--- src/rtl/wb_arb_pkg.sv ---
// Shared types and defaults for the two-master Wishbone SDRAM arbiter.
package wb_arb_pkg;

   typedef enum logic [1:0] {IDLE, GNT0, GNT1, DRAIN} arb_state_t;

   localparam int unsigned STARVE_MAX_DEF = 64;
   localparam int unsigned TIMEOUT_DEF    = 1024;

   function automatic logic [1:0] onehot_gnt(input arb_state_t st);
      case (st)
         GNT0:    onehot_gnt = 2'b01;
         GNT1:    onehot_gnt = 2'b10;
         default: onehot_gnt = 2'b00;
      endcase
   endfunction

endpackage

--- src/rtl/wb_arb_watchdog.sv ---
// Bus-hang watchdog: counts strobed cycles without ack and fires a one-cycle
// pulse when a granted cycle has waited TIMEOUT strobes.
module wb_arb_watchdog
   import wb_arb_pkg::*;
#(
   parameter int unsigned TIMEOUT = TIMEOUT_DEF
) (
   input  logic i_clk,
   input  logic i_rst_n,
   input  logic i_clr,
   input  logic i_stb,
   input  logic i_ack,
   output logic o_fire
);

   localparam int unsigned CNT_W = $clog2(TIMEOUT) + 1;

   logic [CNT_W-1:0] r_wd_cnt;
   logic             w_at_limit;

   assign w_at_limit = (r_wd_cnt == CNT_W'(TIMEOUT - 1));
   assign o_fire     = i_stb & ~i_ack & w_at_limit;

   // Holds at the limit so the pulse cannot repeat before the next grant clears it.
   always_ff @(posedge i_clk) begin
      if (!i_rst_n) begin
         r_wd_cnt <= '0;
      end else if (i_clr || i_ack) begin
         r_wd_cnt <= '0;
      end else if (i_stb && !w_at_limit) begin
         r_wd_cnt <= r_wd_cnt + 1'b1;
      end
   end

endmodule

--- src/rtl/wb_sdram_arbiter.sv ---
// Two-master Wishbone arbiter for the SDRAM slave: DMA (m0) has fixed priority,
// the CPU (m1) gets a bounded starvation limit, and a watchdog breaks bus hangs.
module wb_sdram_arbiter
   import wb_arb_pkg::*;
#(
   parameter int unsigned  ADDR_W     = 32,
   parameter int unsigned  DATA_W     = 32,
   parameter int unsigned  STARVE_MAX = STARVE_MAX_DEF,
   parameter int unsigned  TIMEOUT    = TIMEOUT_DEF,
   localparam int unsigned SEL_W      = DATA_W / 8
) (
   input  logic              clk,
   input  logic              rst_n,
   input  logic              m0_cyc,
   input  logic              m0_stb,
   input  logic              m0_we,
   input  logic [ADDR_W-1:0] m0_adr,
   input  logic [DATA_W-1:0] m0_dat_w,
   input  logic [SEL_W-1:0]  m0_sel,
   output logic [DATA_W-1:0] m0_dat_r,
   output logic              m0_ack,
   output logic              m0_err,
   input  logic              m1_cyc,
   input  logic              m1_stb,
   input  logic              m1_we,
   input  logic [ADDR_W-1:0] m1_adr,
   input  logic [DATA_W-1:0] m1_dat_w,
   input  logic [SEL_W-1:0]  m1_sel,
   output logic [DATA_W-1:0] m1_dat_r,
   output logic              m1_ack,
   output logic              m1_err,
   output logic              s_cyc,
   output logic              s_stb,
   output logic              s_we,
   output logic [ADDR_W-1:0] s_adr,
   output logic [DATA_W-1:0] s_dat_w,
   output logic [SEL_W-1:0]  s_sel,
   input  logic [DATA_W-1:0] s_dat_r,
   input  logic              s_ack,
   output logic [1:0]        gnt,
   output logic              timeout_evt
);

   localparam int unsigned SC_W = $clog2(STARVE_MAX + 1);

   arb_state_t      r_state, w_state_nxt;
   logic            r_owner;  // remembers the owner through DRAIN, where gnt reads 00
   logic [SC_W-1:0] r_starve_cnt;
   logic            w_own0, w_own1, w_owner_cyc, w_starved, w_grant_entry, w_fire;

   assign w_own0        = (r_state == GNT0);
   assign w_own1        = (r_state == GNT1);
   assign w_owner_cyc   = r_owner ? m1_cyc : m0_cyc;
   assign w_starved     = (r_starve_cnt >= SC_W'(STARVE_MAX));
   assign w_grant_entry = (r_state == IDLE) && (w_state_nxt != IDLE);

   always_comb begin
      w_state_nxt = r_state;
      unique case (r_state)
         IDLE: begin
            if (w_starved && m1_cyc) w_state_nxt = GNT1;
            else if (m0_cyc)         w_state_nxt = GNT0;
            else if (m1_cyc)         w_state_nxt = GNT1;
         end
         GNT0, GNT1: begin
            if (w_fire)            w_state_nxt = DRAIN;
            else if (!w_owner_cyc) w_state_nxt = IDLE;
         end
         DRAIN: begin
            if (!w_owner_cyc) w_state_nxt = IDLE;
         end
         default: w_state_nxt = IDLE;
      endcase
   end

   always_ff @(posedge clk) begin
      if (!rst_n) begin
         r_state <= IDLE;
         r_owner <= 1'b0;
      end else begin
         r_state <= w_state_nxt;
         if (w_state_nxt == GNT0)      r_owner <= 1'b0;
         else if (w_state_nxt == GNT1) r_owner <= 1'b1;
      end
   end

   always_ff @(posedge clk) begin
      if (!rst_n) begin
         r_starve_cnt <= '0;
      end else if (!m1_cyc || (w_state_nxt == GNT1 && r_state != GNT1)) begin
         r_starve_cnt <= '0;
      end else if (r_state != GNT1 && !w_starved) begin
         r_starve_cnt <= r_starve_cnt + 1'b1;
      end
   end

   always_comb begin
      s_cyc   = 1'b0;
      s_stb   = 1'b0;
      s_we    = 1'b0;
      s_adr   = '0;
      s_dat_w = '0;
      s_sel   = '0;
      if (w_own0) begin
         s_cyc   = m0_cyc;
         s_stb   = m0_cyc & m0_stb;
         s_we    = m0_we;
         s_adr   = m0_adr;
         s_dat_w = m0_dat_w;
         s_sel   = m0_sel;
      end else if (w_own1) begin
         s_cyc   = m1_cyc;
         s_stb   = m1_cyc & m1_stb;
         s_we    = m1_we;
         s_adr   = m1_adr;
         s_dat_w = m1_dat_w;
         s_sel   = m1_sel;
      end
   end

   assign m0_ack      = w_own0 & s_ack;
   assign m1_ack      = w_own1 & s_ack;
   assign m0_err      = w_own0 & w_fire;
   assign m1_err      = w_own1 & w_fire;
   assign m0_dat_r    = s_dat_r;
   assign m1_dat_r    = s_dat_r;
   assign gnt         = onehot_gnt(r_state);
   assign timeout_evt = w_fire;

   wb_arb_watchdog #(
      .TIMEOUT (TIMEOUT)
   ) u_watchdog (
      .i_clk   (clk),
      .i_rst_n (rst_n),
      .i_clr   (w_grant_entry),
      .i_stb   (s_stb),
      .i_ack   (s_ack),
      .o_fire  (w_fire)
   );

endmodule

--- config.mk ---
export PLATFORM = sky130hd
export DESIGN_NAME = wb_sdram_arbiter
export DESIGN_NICKNAME = d
export VERILOG_FILES = /design/src/rtl/wb_arb_pkg.sv /design/src/rtl/wb_arb_watchdog.sv /design/src/rtl/wb_sdram_arbiter.sv
export SDC_FILE = /design/constraint.sdc
export NUM_CORES = 1
export LEC_CHECK = 0
export CAP_MARGIN = 40
export CORE_AREA = 2 2 125 127
export DETAILED_ROUTE_END_ITERATION = 7
export DIE_AREA = 0 0 127 129
export DONT_BUFFER_PORTS = 1
export SKIP_LAST_GASP = 1
export SLEW_MARGIN = 25
export SYNTH_ARGS = -nofsm -noshare
export SYNTH_HDL_FRONTEND = slang
export SYNTH_SLANG_ARGS = --single-unit
export TNS_END_PERCENT = 20
--- constraint.sdc ---
create_clock -name clk -period 3 [get_ports clk]
set_clock_uncertainty 0.1 [all_clocks]
set_input_delay 0.6 -clock clk [delete_from_list [all_inputs] [get_ports clk]]
set_output_delay 0.6 -clock clk [all_outputs]
set_load 0.03 [all_outputs]
==> qor.yml, run 1 <==
cts:
  cts_setup_buffers: 0
  cts_tree: "yes"
  clkLatencyLatePin_ns: 0.26
  cts_buffer_depth: 2
  cts_buffers: 3
  htreeDepth: 1
  clk_pin_slew_ns: 0.06
  clock-root-buffer: "clkbuf_16"
  numClockSinks: 21
floorplanning:
  io_pins: 319
  die_y_um: 129
  core_area_mm2: 0.0150
  die-area_mm2: 0.0164
  die_w_um: 127
  start_util: 0.154
  core.rowCount: 45
placed_design:
  placed_cells: 439
  io_buffers: 0
  gp_congestion: 0.807
  place_hpwl_um: 9960
worst_setup_path:
  slowest_delay_ns: 0.60
  worstSetupEndpointType: "output pin"
  reg2reg_depth: 7
  startpoint: "r_state[1]$_SDFF_PN0_"
  cp_cell_sequence: "inv_1 > ha_4 > buf_4 > a22o_1"
  r2r-start: "r_state[1]$_SDFF_PN0_"
  crit_end: "s_adr[13]"
  r2r-end: "r_starve_cnt[5]$_SDFFE_PP0P_"
  r2r_slack_ns: 0.64
  crit_fanout: 72
  crit_slowest_cell: "buf_4"
  worstPathRequired_ns: 2.30
  cp.arrival_ns: 2.20
  critPathKind: "register to output pin"
  start_kind: "register"
sta:
  rsz0062_at_grt: "false"
  final_max_slew_viol_count: 0
  slew_headroom: 0.533
  hold_viol_final: 0
  post-route-period-util: 0.966
  tns_ns: 0
  setup_viol: 0
  fin_crit_ns: 2.90
  max_freq_ghz: 0.345
  tightestPinTransition_ns: 0.700
  hold_slack_ns: 0.362
global_routing:
  grtUsageMet2: 0.209
  antenna_found_initial: 0
  track_usage: 0.124
  grt_pass1_wl_um: 14500
  overflow: 0
  grt_max_degree: 73
  use_met1: 0.150
  grt_pass1_vias: 2034
  gr-usage-met3: 0.0482
  busiest_layer: "met2"
synthesis:
  synth_ff_type: "dfxtp_1"
  syn_avg_cell_area_um2: 8.14
  async_flop_share: 0
  syn_inst: 283
  syn-cell-area_mm2: 0.00230
  synth-seq-area-share: 0.182
  yosysUniqueCellTypes: 42
  synth_edf_count: 0
  syn_nets: 468
  synth_seq_cells: 21
  synth_warnings: 0
layout:
  antenna_cells: 0
  layout-drive-gt1-share: 0.239
  fin_nets: 441
  fill_cells: 1623
  fin_cells: 443
  areaGrowthSynthToFinish_pct: 31.4
power:
  ir_worst_vdd_mv: 0.178
  power_mw: 1.20
  p_per_area_mw_per_mm2: 396
  p_leak_nw: 1.10
route:
  drt_iter0_markers: 142
  first_pass_iters: 4
  post-route-drc-count: 0
  vias: 2152
  drt-total-wl_um: 11600
  vias_per_cell: 4.86
  wire_per_inst_um: 26.2
  antenna_left: 0
min_path:
  min_path_type: "register to register"
run_status:
  outcome: "completed"
run:
  cap_viol_max_count: 0
power breakdown:
group,internal [mW],total (mW),switching [mW]
Sequential,0.284,0.291,0.00737
Clock,0.181,0.294,0.113
Combinational,0.263,0.615,0.352
Total,0.728,1.20,0.473
how the worst min path moves through the flow:
| stage | start | to | slack [ns] | depth (start not counted) |
|---|---|---|---|---|
| final | u_watchdog.r_wd_cnt[10]$_SDFFE_PP0P_ | u_watchdog.r_wd_cnt[10]$_SDFFE_PP0P_ | 0.36 | 2 |
| after global routing | rst_n | r_owner$_SDFFE_PP0N_ | 0.38 | 2 |
| after CTS | u_watchdog.r_wd_cnt[10]$_SDFFE_PP0P_ | u_watchdog.r_wd_cnt[10]$_SDFFE_PP0P_ | 0.36 | 2 |
| after detailed placement | u_watchdog.r_wd_cnt[10]$_SDFFE_PP0P_ | u_watchdog.r_wd_cnt[10]$_SDFFE_PP0P_ | 0.35 | 2 |
| after global placement | u_watchdog.r_wd_cnt[10]$_SDFFE_PP0P_ | u_watchdog.r_wd_cnt[10]$_SDFFE_PP0P_ | 0.34 | 2 |
| after floorplan | u_watchdog.r_wd_cnt[10]$_SDFFE_PP0P_ | u_watchdog.r_wd_cnt[10]$_SDFFE_PP0P_ | 0.32 | 2 |
logic make-up (layout without fill, tap and decap cells):
group / count (synthesis) / count (layout) / share of synthesized area
buffers and inverters: 87 / 59 / 0.250
flip-flops: 21 / 21 / 0.182
AND/OR/NAND/NOR: 65 / 65 / 0.148
AO/OA/AOI/OAI: 87 / 87 / 0.319
multiplexers: 2 / 2 / 0.00869
adder cells (fa/ha/maj): 8 / 8 / 0.0434
XOR/XNOR: 13 / 13 / 0.0494
what timing repair did:
item                                    in CTS  in global routing
endpoints found under the setup margin       0                  1
hold buffers                                 0                  0
gates resized for setup                      0                  1
cell usage in the layout (no fill, tap or decap), drive strengths merged, types with 4 or more instances in the layout:
| cell | n |
|---|---|
| o21ai | 4 |
| buf | 49 |
| ha | 8 |
| nand3 | 8 |
| and2 | 4 |
| and3 | 4 |
| xor2 | 10 |
| nand4 | 5 |
| a22o | 70 |
| inv | 6 |
| dfxtp | 21 |
| nand2 | 11 |
| nor2 | 21 |
registers in the layout, indices dropped and copies added (netlist names):
signal,flops
u_watchdog.r_wd_cnt,11
r_state,2
r_owner,1
r_starve_cnt,7
cells in the mapped netlist (4+ instances only):
cell	number	area [µm²]
o21ai_0	4	20.0
nand4_1	4	25.0
buf_4	64	480
nand2_1	11	41.3
dfxtp_1	21	420
xor2_1	10	87.6
clkbuf_1	14	52.6
inv_1	6	22.5
ha_1	8	100
nand3_1	8	40.0
nor2_1	21	78.8
a22o_1	70	613
area by class of cell:
type | count | area (µm²) | area share
Inverter | 6 | 22.5 | 0.00744
Multi-Input combinational cell | 175 | 1340 | 0.441
Clock inverter | 1 | 7.51 | 0.00248
Clock buffer | 3 | 75.1 | 0.0248
Sequential cell | 21 | 420 | 0.139
Tap cell | 188 | 235 | 0.0777
Timing Repair Buffer | 49 | 931 | 0.307
layer usage:
layer  vias up  wire (µm)  part of all wire
met1      1053       4370              0.38
met2       156       5840              0.50
li1        921          -                 -
met5         -          0                 0
met3        22       1250              0.11
met4         0        161             0.014
through the flow:
step | utilization | setup slack (ns) | instance area (µm²)
after floorplan | - | 0.357 | 2300
after global placement | 0.196 | 0.444 | 2940
after detailed placement | 0.196 | 0.364 | 2940
after CTS | 0.202 | 0.0937 | 3020
after global routing | 0.202 | 0.000917 | 3030
final | 0.202 | 0.102 | 3030
worst max-delay path, delay by kind of cell, from the launching register on:
family	cells	cell delay, ns
buf+inv	2	0.75
compound gates	1	0.54
flops	1	0.37
fa+ha+maj	1	0.26
Power figures use the tool's default switching activity.
==> run 2: changes to the inputs <==
MAX_ROUTING_LAYER = met4   (was not set)
==> run 2 against run 1 <==
Routed wire length about the same. Non-clock buffer count unchanged. Fmax is 0.54% lower. Register-to-register slack about the same. Worst hold slack better by 0.0019 ns. Cell area is essentially flat.
==> qor.yml, run 2 (synthesis gave the netlist of run 1 again) <==
cts:
  cts_tree: "yes"
  numClockSinks: 21
  clkLatencyLatePin_ns: 0.26
  clock-root-buffer: "clkbuf_16"
  cts_buffer_depth: 2
  htreeDepth: 1
  cts_buffers: 3
  clk_pin_slew_ns: 0.06
  cts_setup_buffers: 0
layout:
  multiInputGateArea_mm2: 0.00134
  top_register: "u_watchdog.r_wd_cnt"
  largestRegisters: "u_watchdog.r_wd_cnt: 11 flops, r_starve_cnt: 7 flops, r_state: 2 flops"
  fill_cells: 1623
  design_area_mm2: 0.00303
  areaGrowthSynthToFinish_pct: 31.5
  regArea_um2: 420
  final_common_cell: "a22o_1"
  layout-drive-gt1-share: 0.239
  largest_reg_flops: 11
  fin_nets: 441
  mostFrequentLayoutCells: "70 x a22o_1, 45 x buf_12, 21 x dfxtp_1, 20 x nor2_1, 11 x nand2_1"
route:
  post-route-drc-count: 0
  first_pass_iters: 4
  drt-total-wl_um: 11600
  vias_per_cell: 4.87
  antenna_left: 0
  drt_iter0_markers: 137
  wire_per_inst_um: 26.2
  vias: 2162
power:
  p_int_uw: 728
  p_switching_uw: 472
  p_leak_nw: 1.10
  seqPwrFrac: 0.243
  p_comb_frac: 0.513
  pwr-share-clk: 0.244
  ir_worst_vdd_mv: 0.176
  p_per_area_mw_per_mm2: 396
  p_sw_frac: 0.394
worst_setup_path:
  r2r-end: "r_starve_cnt[5]$_SDFFE_PP0P_"
  reg2reg_depth: 7
  worst-path-buf-inv: 2
  cp.arrival_ns: 2.21
  cp_cell_sequence: "inv_1 > ha_4 > buf_4 > a22o_1"
  crit_family: "buffers and inverters"
  start_kind: "register"
  worstPathRequired_ns: 2.30
  startpoint: "r_state[1]$_SDFF_PN0_"
  critPathKind: "register to output pin"
  r2r_slack_ns: 0.64
  worstSetupEndpointType: "output pin"
  slowest_delay_ns: 0.61
  crit_slowest_cell: "buf_4"
  r2r-start: "r_state[1]$_SDFF_PN0_"
  crit_fanout: 72
floorplanning:
  core.rowCount: 45
  die_w_um: 127
  io_pins: 319
  start_util: 0.154
  core_area_mm2: 0.0150
  die_y_um: 129
  die-area_mm2: 0.0164
sta:
  max_freq_ghz: 0.343
  setup_viol: 0
  tns_ns: 0
  final_max_slew_viol_count: 0
  slew_headroom: 0.521
  rsz0062_at_grt: "false"
  post-route-period-util: 0.971
  tightestPinTransition_ns: 0.718
  hold_viol_final: 0
  fin_crit_ns: 2.91
global_routing:
  grt_max_degree: 73
  track_usage: 0.128
  overflow: 0
  grt_pass1_vias: 2027
  grt_pass1_wl_um: 14500
  antenna_found_initial: 1
min_path:
  min_path_type: "register to register"
  min_path_cells: 2
  whs_endpoint: "u_watchdog.r_wd_cnt[10]$_SDFFE_PP0P_"
  hp-start: "u_watchdog.r_wd_cnt[10]$_SDFFE_PP0P_"
run:
  cap_viol_max_count: 0
placed_design:
  gp_congestion: 0.820
  place_hpwl_um: 9960
  place_area_mm2: 0.00294
  io_buffers: 0
run_status:
  outcome: "completed"
-- run 2: cell types whose count changed in the layout (fill, tap and decap cells not counted), sizes merged --
cell	delta
diode	+1
-- run 2: final cells by class --
class,count,area share
tap,188,0.0776
clock inverter,1,0.00248
clock buffer,3,0.0248
sequential,21,0.139
multi-input combinational,175,0.441
antenna,1,0.000826
inverter,6,0.00743
timing repair buffer,49,0.307
-- run 2: per-stage QoR --
| stage | instances | worst slack, ns | power [mW] | utilization | hold WS [ns] |
|---|---|---|---|---|---|
| after floorplan | 283 | 0.357 | 0.783 | - | 0.322 |
| after global placement | 439 | 0.444 | 0.908 | 0.196 | 0.335 |
| after detailed placement | 439 | 0.364 | 0.915 | 0.196 | 0.348 |
| after CTS | 443 | 0.0937 | 1.21 | 0.202 | 0.357 |
| after global routing | 444 | 0.00175 | 1.24 | 0.202 | 0.377 |
| final | 444 | 0.0864 | 1.20 | 0.202 | 0.364 |
-- run 2: power by group through the flow --
stage	Combinational, mW	Sequential (mW)	Clock (mW)
6_report	0.616	0.291	0.293
2_1_floorplan	0.488	0.295	0
5_1_grt	0.640	0.292	0.304
4_1_cts	0.621	0.291	0.295
3_3_place_gp	0.612	0.296	0
3_5_place_dp	0.618	0.297	0
-- run 2: metal layers --
metal / wire length [µm] / global-route usage
met5: 0 / -
met4: 205 / 0.0343
met3: 1210 / 0.0478
met2: 5820 / 0.206
met1: 4390 / 0.150
-- run 2: worst reg2reg max path: cells and delay by family (launching register included) --
kind	cells	cell delay, ns
AO/OA/AOI/OAI	3	0.90
adder cells (fa/ha/maj)	1	0.24
buffers and inverters	1	0.14
flip-flops	1	0.44
AND/OR/NAND/NOR	2	0.48
-- run 2: worst max path at each step --
stage | end | cells after the start
detailed placement | s_adr[11] | 4
floorplan | s_cyc | 5
global placement | s_adr[11] | 4
finish | s_adr[13] | 4
CTS | s_adr[11] | 4
global route | s_adr[13] | 3
-- run 2: timing repair --
action                     in CTS  in global routing
gates resized for setup         0                  1
setup endpoints to repair       0                  1
hold buffers                    0                  0
==> run 3: changes to the inputs <==
CORE_AREA = 2 2 123 125   (was 2 2 125 127)
DIE_AREA = 0 0 125 127   (was 0 0 127 129)
SYNTH_HIERARCHICAL = 1   (was not set)
==> run 3 against run 2 <==
Sequential share of layout area up 1.4 points. Fmax up 5.6%. Routed wire length down 17%. Register-to-register slack worse by 0.27 ns. Sequential cell count unchanged. Sequential power about the same. Final cell count down 2.3%. Die area down 3.1%. Clock-buffer cell count up 1. Critical path type unchanged.
==> qor.yml, run 3 <==
run_status:
  outcome: "completed"
floorplanning:
  io_pins: 319
  die-area_mm2: 0.0159
  die_y_um: 127
  die_w_um: 125
  start_util: 0.172
  core.rowCount: 44
  core_area_mm2: 0.0144
synthesis:
  syn_inst: 302
  synth_edf_count: 0
  syn_nets: 487
  ys_top_cells_by_area: "a22o_1 24%, buf_4 20%, dfxtp_1 17%"
  syn-cell-area_mm2: 0.00248
  synth_top_cell_by_area: "a22o_1"
  yosysUniqueCellTypes: 49
  synth_common_cells: "68 x a22o_1, 65 x buf_4, 21 x dfxtp_1"
  synth_top_area_share: 0.240
  synth_warnings: 6
  async_flop_share: 0
  synth_seq_cells: 21
  synth-seq-area-share: 0.170
  synth_ff_type: "dfxtp_1"
  yosysMostFrequentCell: "a22o_1"
  syn_avg_cell_area_um2: 8.20
worst_setup_path:
  crit_slowest_cell: "dfxtp_1"
  worst-path-buf-inv: 1
  worstPathRequired_ns: 2.30
  crit_family: "simple AND/OR/NAND/NOR gates"
  crit_fanout: 7
  cp_cell_sequence: "inv_1 > ha_2 > nand3_1 > o21ai_4 > and3_1 > nand4_1 > nor2_4 > and2_4"
  cp.arrival_ns: 2.06
  start_kind: "register"
  critPathKind: "register to output pin"
  worstSetupEndpointType: "output pin"
  slowest_delay_ns: 0.35
power:
  seqPwrFrac: 0.284
  p_int_uw: 631
  p_leak_nw: 0.944
  pwr-share-clk: 0.271
  p_sw_frac: 0.382
  p_per_area_mw_per_mm2: 370
  p_switching_uw: 390
  p_comb_frac: 0.445
  ir_worst_vdd_mv: 0.146
layout:
  multiInputGateArea_mm2: 0.00149
  fill_cells: 1567
  largest_reg_flops: 11
  areaGrowthSynthToFinish_pct: 11.5
  largestRegisters: "u_watchdog/r_wd_cnt: 11 flops, r_starve_cnt: 7 flops, r_state: 2 flops"
  layout-drive-gt1-share: 0.212
  top_register: "u_watchdog/r_wd_cnt"
  antenna_cells: 0
  fin_nets: 436
  design_area_mm2: 0.00276
  mostFrequentLayoutCells: "68 x a22o_1, 23 x buf_12, 20 x dfxtp_1, 16 x nand2_1, 10 x nor2_1"
  final_common_cell: "a22o_1"
  regArea_um2: 422
cts:
  htreeDepth: 1
  clock-root-buffer: "clkbuf_16"
  cts_hold_buf: 0
  cts_tree: "yes"
  cts_buffer_depth: 2
  clkLatencyLatePin_ns: 0.25
  clk_pin_slew_ns: 0.06
  numClockSinks: 21
  cts_setup_buffers: 0
  cts_buffers: 3
sta:
  setup_slack_ns: 0.241
  slew_headroom: 0.736
  post-route-period-util: 0.920
  tightestPinTransition_ns: 0.397
  hold_viol_final: 0
  final_max_slew_viol_count: 0
  max_freq_ghz: 0.362
  setup_viol: 0
  fin_crit_ns: 2.76
  rsz0062_at_grt: "false"
placed_design:
  dp_slack_ns: 0.316
  gp_congestion: 0.817
  place_area_mm2: 0.00268
  place_hpwl_um: 8020
  io_buffers: 0
global_routing:
  antenna_found_initial: 0
  grt_pass1_vias: 2105
  grt_pass1_wl_um: 13000
  overflow: 0
  track_usage: 0.110
  grt_max_degree: 69
route:
  wire_per_inst_um: 22.2
  antenna_left: 0
  wl_met3_um: 1260
  drt-total-wl_um: 9620
  first_pass_iters: 5
  highest_layer: "met4"
  drt_iter0_markers: 134
  wl_met1_um: 3430
  vias_per_cell: 4.91
  wl_met2_um: 4780
  post-route-drc-count: 0
  vias: 2130
run:
  cap_viol_max_count: 0
min_path:
  min_path_type: "register to register"
run 3: changes by cell type in the layout (fill, tap and decap cells not counted), moves of 4 or more:
cell and change:
buf_12 -22, nor2_1 -10, xor2_1 -8, nand2_1 +5, a211oi_1 +4, a31oi_1 +4
run 3: per-layer routing:
layer	GRT usage	up-vias
met5	-	-
met4	0.0301	0
met3	0.0607	18
met2	0.176	150
met1	0.118	1000
li1	-	962
run 3: kinds of logic (layout without fill, tap and decap cells):
kind of cell               after synthesis  after routing  share of synthesized area
AOI/OAI and AO/OA                      103            103                      0.354
xor gates and xnor gates                 3              3                     0.0106
adders and majority gates                8              8                     0.0404
buffers and inverters                   94             42                      0.249
DFF                                     21             21                      0.170
muxes                                    5              5                     0.0217
and+or+nand+nor                         68             68                      0.154
run 3: worst paths after layout:
kind	startpoint	depth (start not counted)	slack (ns)	to
worst max-delay path	r_state[0]$_SDFF_PN0_	8	0.24	m1_err
worst min-delay path	u_watchdog/r_wd_cnt[10]$_SDFFE_PP0P_	2	0.37	u_watchdog/r_wd_cnt[10]$_SDFFE_PP0P_
worst max register to register	r_state[0]$_SDFF_PN0_	12	0.37	r_starve_cnt[2]$_SDFFE_PP0P_
worst min register to register	u_watchdog/r_wd_cnt[10]$_SDFFE_PP0P_	2	0.37	u_watchdog/r_wd_cnt[10]$_SDFFE_PP0P_
run 3: worst reg2reg max path: stages (launching register included):
cell and delay [ns]:
dfxtp_1 0.35, inv_1 0.15, ha_2 0.27, nand3_1 0.14, o21ai_4 0.17, and3_1 0.18, nand4_1 0.14, nor2_4 0.18
nand2_1 0.08, nor2_2 0.17, a211o_1 0.26, nor2_1 0.10, a211oi_1 0.24
run 3: power by group through the flow:
stage | Combinational, mW | Sequential, mW | Clock (mW)
floorplan | 0.477 | 0.295 | 0
global placement | 0.450 | 0.296 | 0
detailed placement | 0.455 | 0.296 | 0
CTS | 0.458 | 0.290 | 0.286
global route | 0.473 | 0.290 | 0.303
finish | 0.454 | 0.290 | 0.277
run 3: metrics by stage:
| stage | power, mW | utilization | setup TNS [ns] | instances | hold WS, ns |
|---|---|---|---|---|---|
| final | 1.02 | 0.191 | 0 | 434 | 0.368 |
| after global placement | 0.745 | 0.186 | 0 | 430 | 0.345 |
| after CTS | 1.03 | 0.191 | 0 | 434 | 0.358 |
| after global routing | 1.07 | 0.191 | 0 | 434 | 0.372 |
| after floorplan | 0.772 | - | -0.0806 | 302 | 0.324 |
| after detailed placement | 0.751 | 0.186 | 0 | 430 | 0.349 |
run 3: cell type report:
class | count | area share
clock buffer | 4 | 0.0285
inverter | 8 | 0.0109
multi-input combinational | 187 | 0.539
tap | 184 | 0.0834
sequential | 21 | 0.153
timing repair buffer | 30 | 0.186
run 3: what timing repair did:
action | in CTS | in global routing
hold endpoints to repair | 0 | 0
resized for setup | 0 | 1
endpoints found under the setup margin | 0 | 2
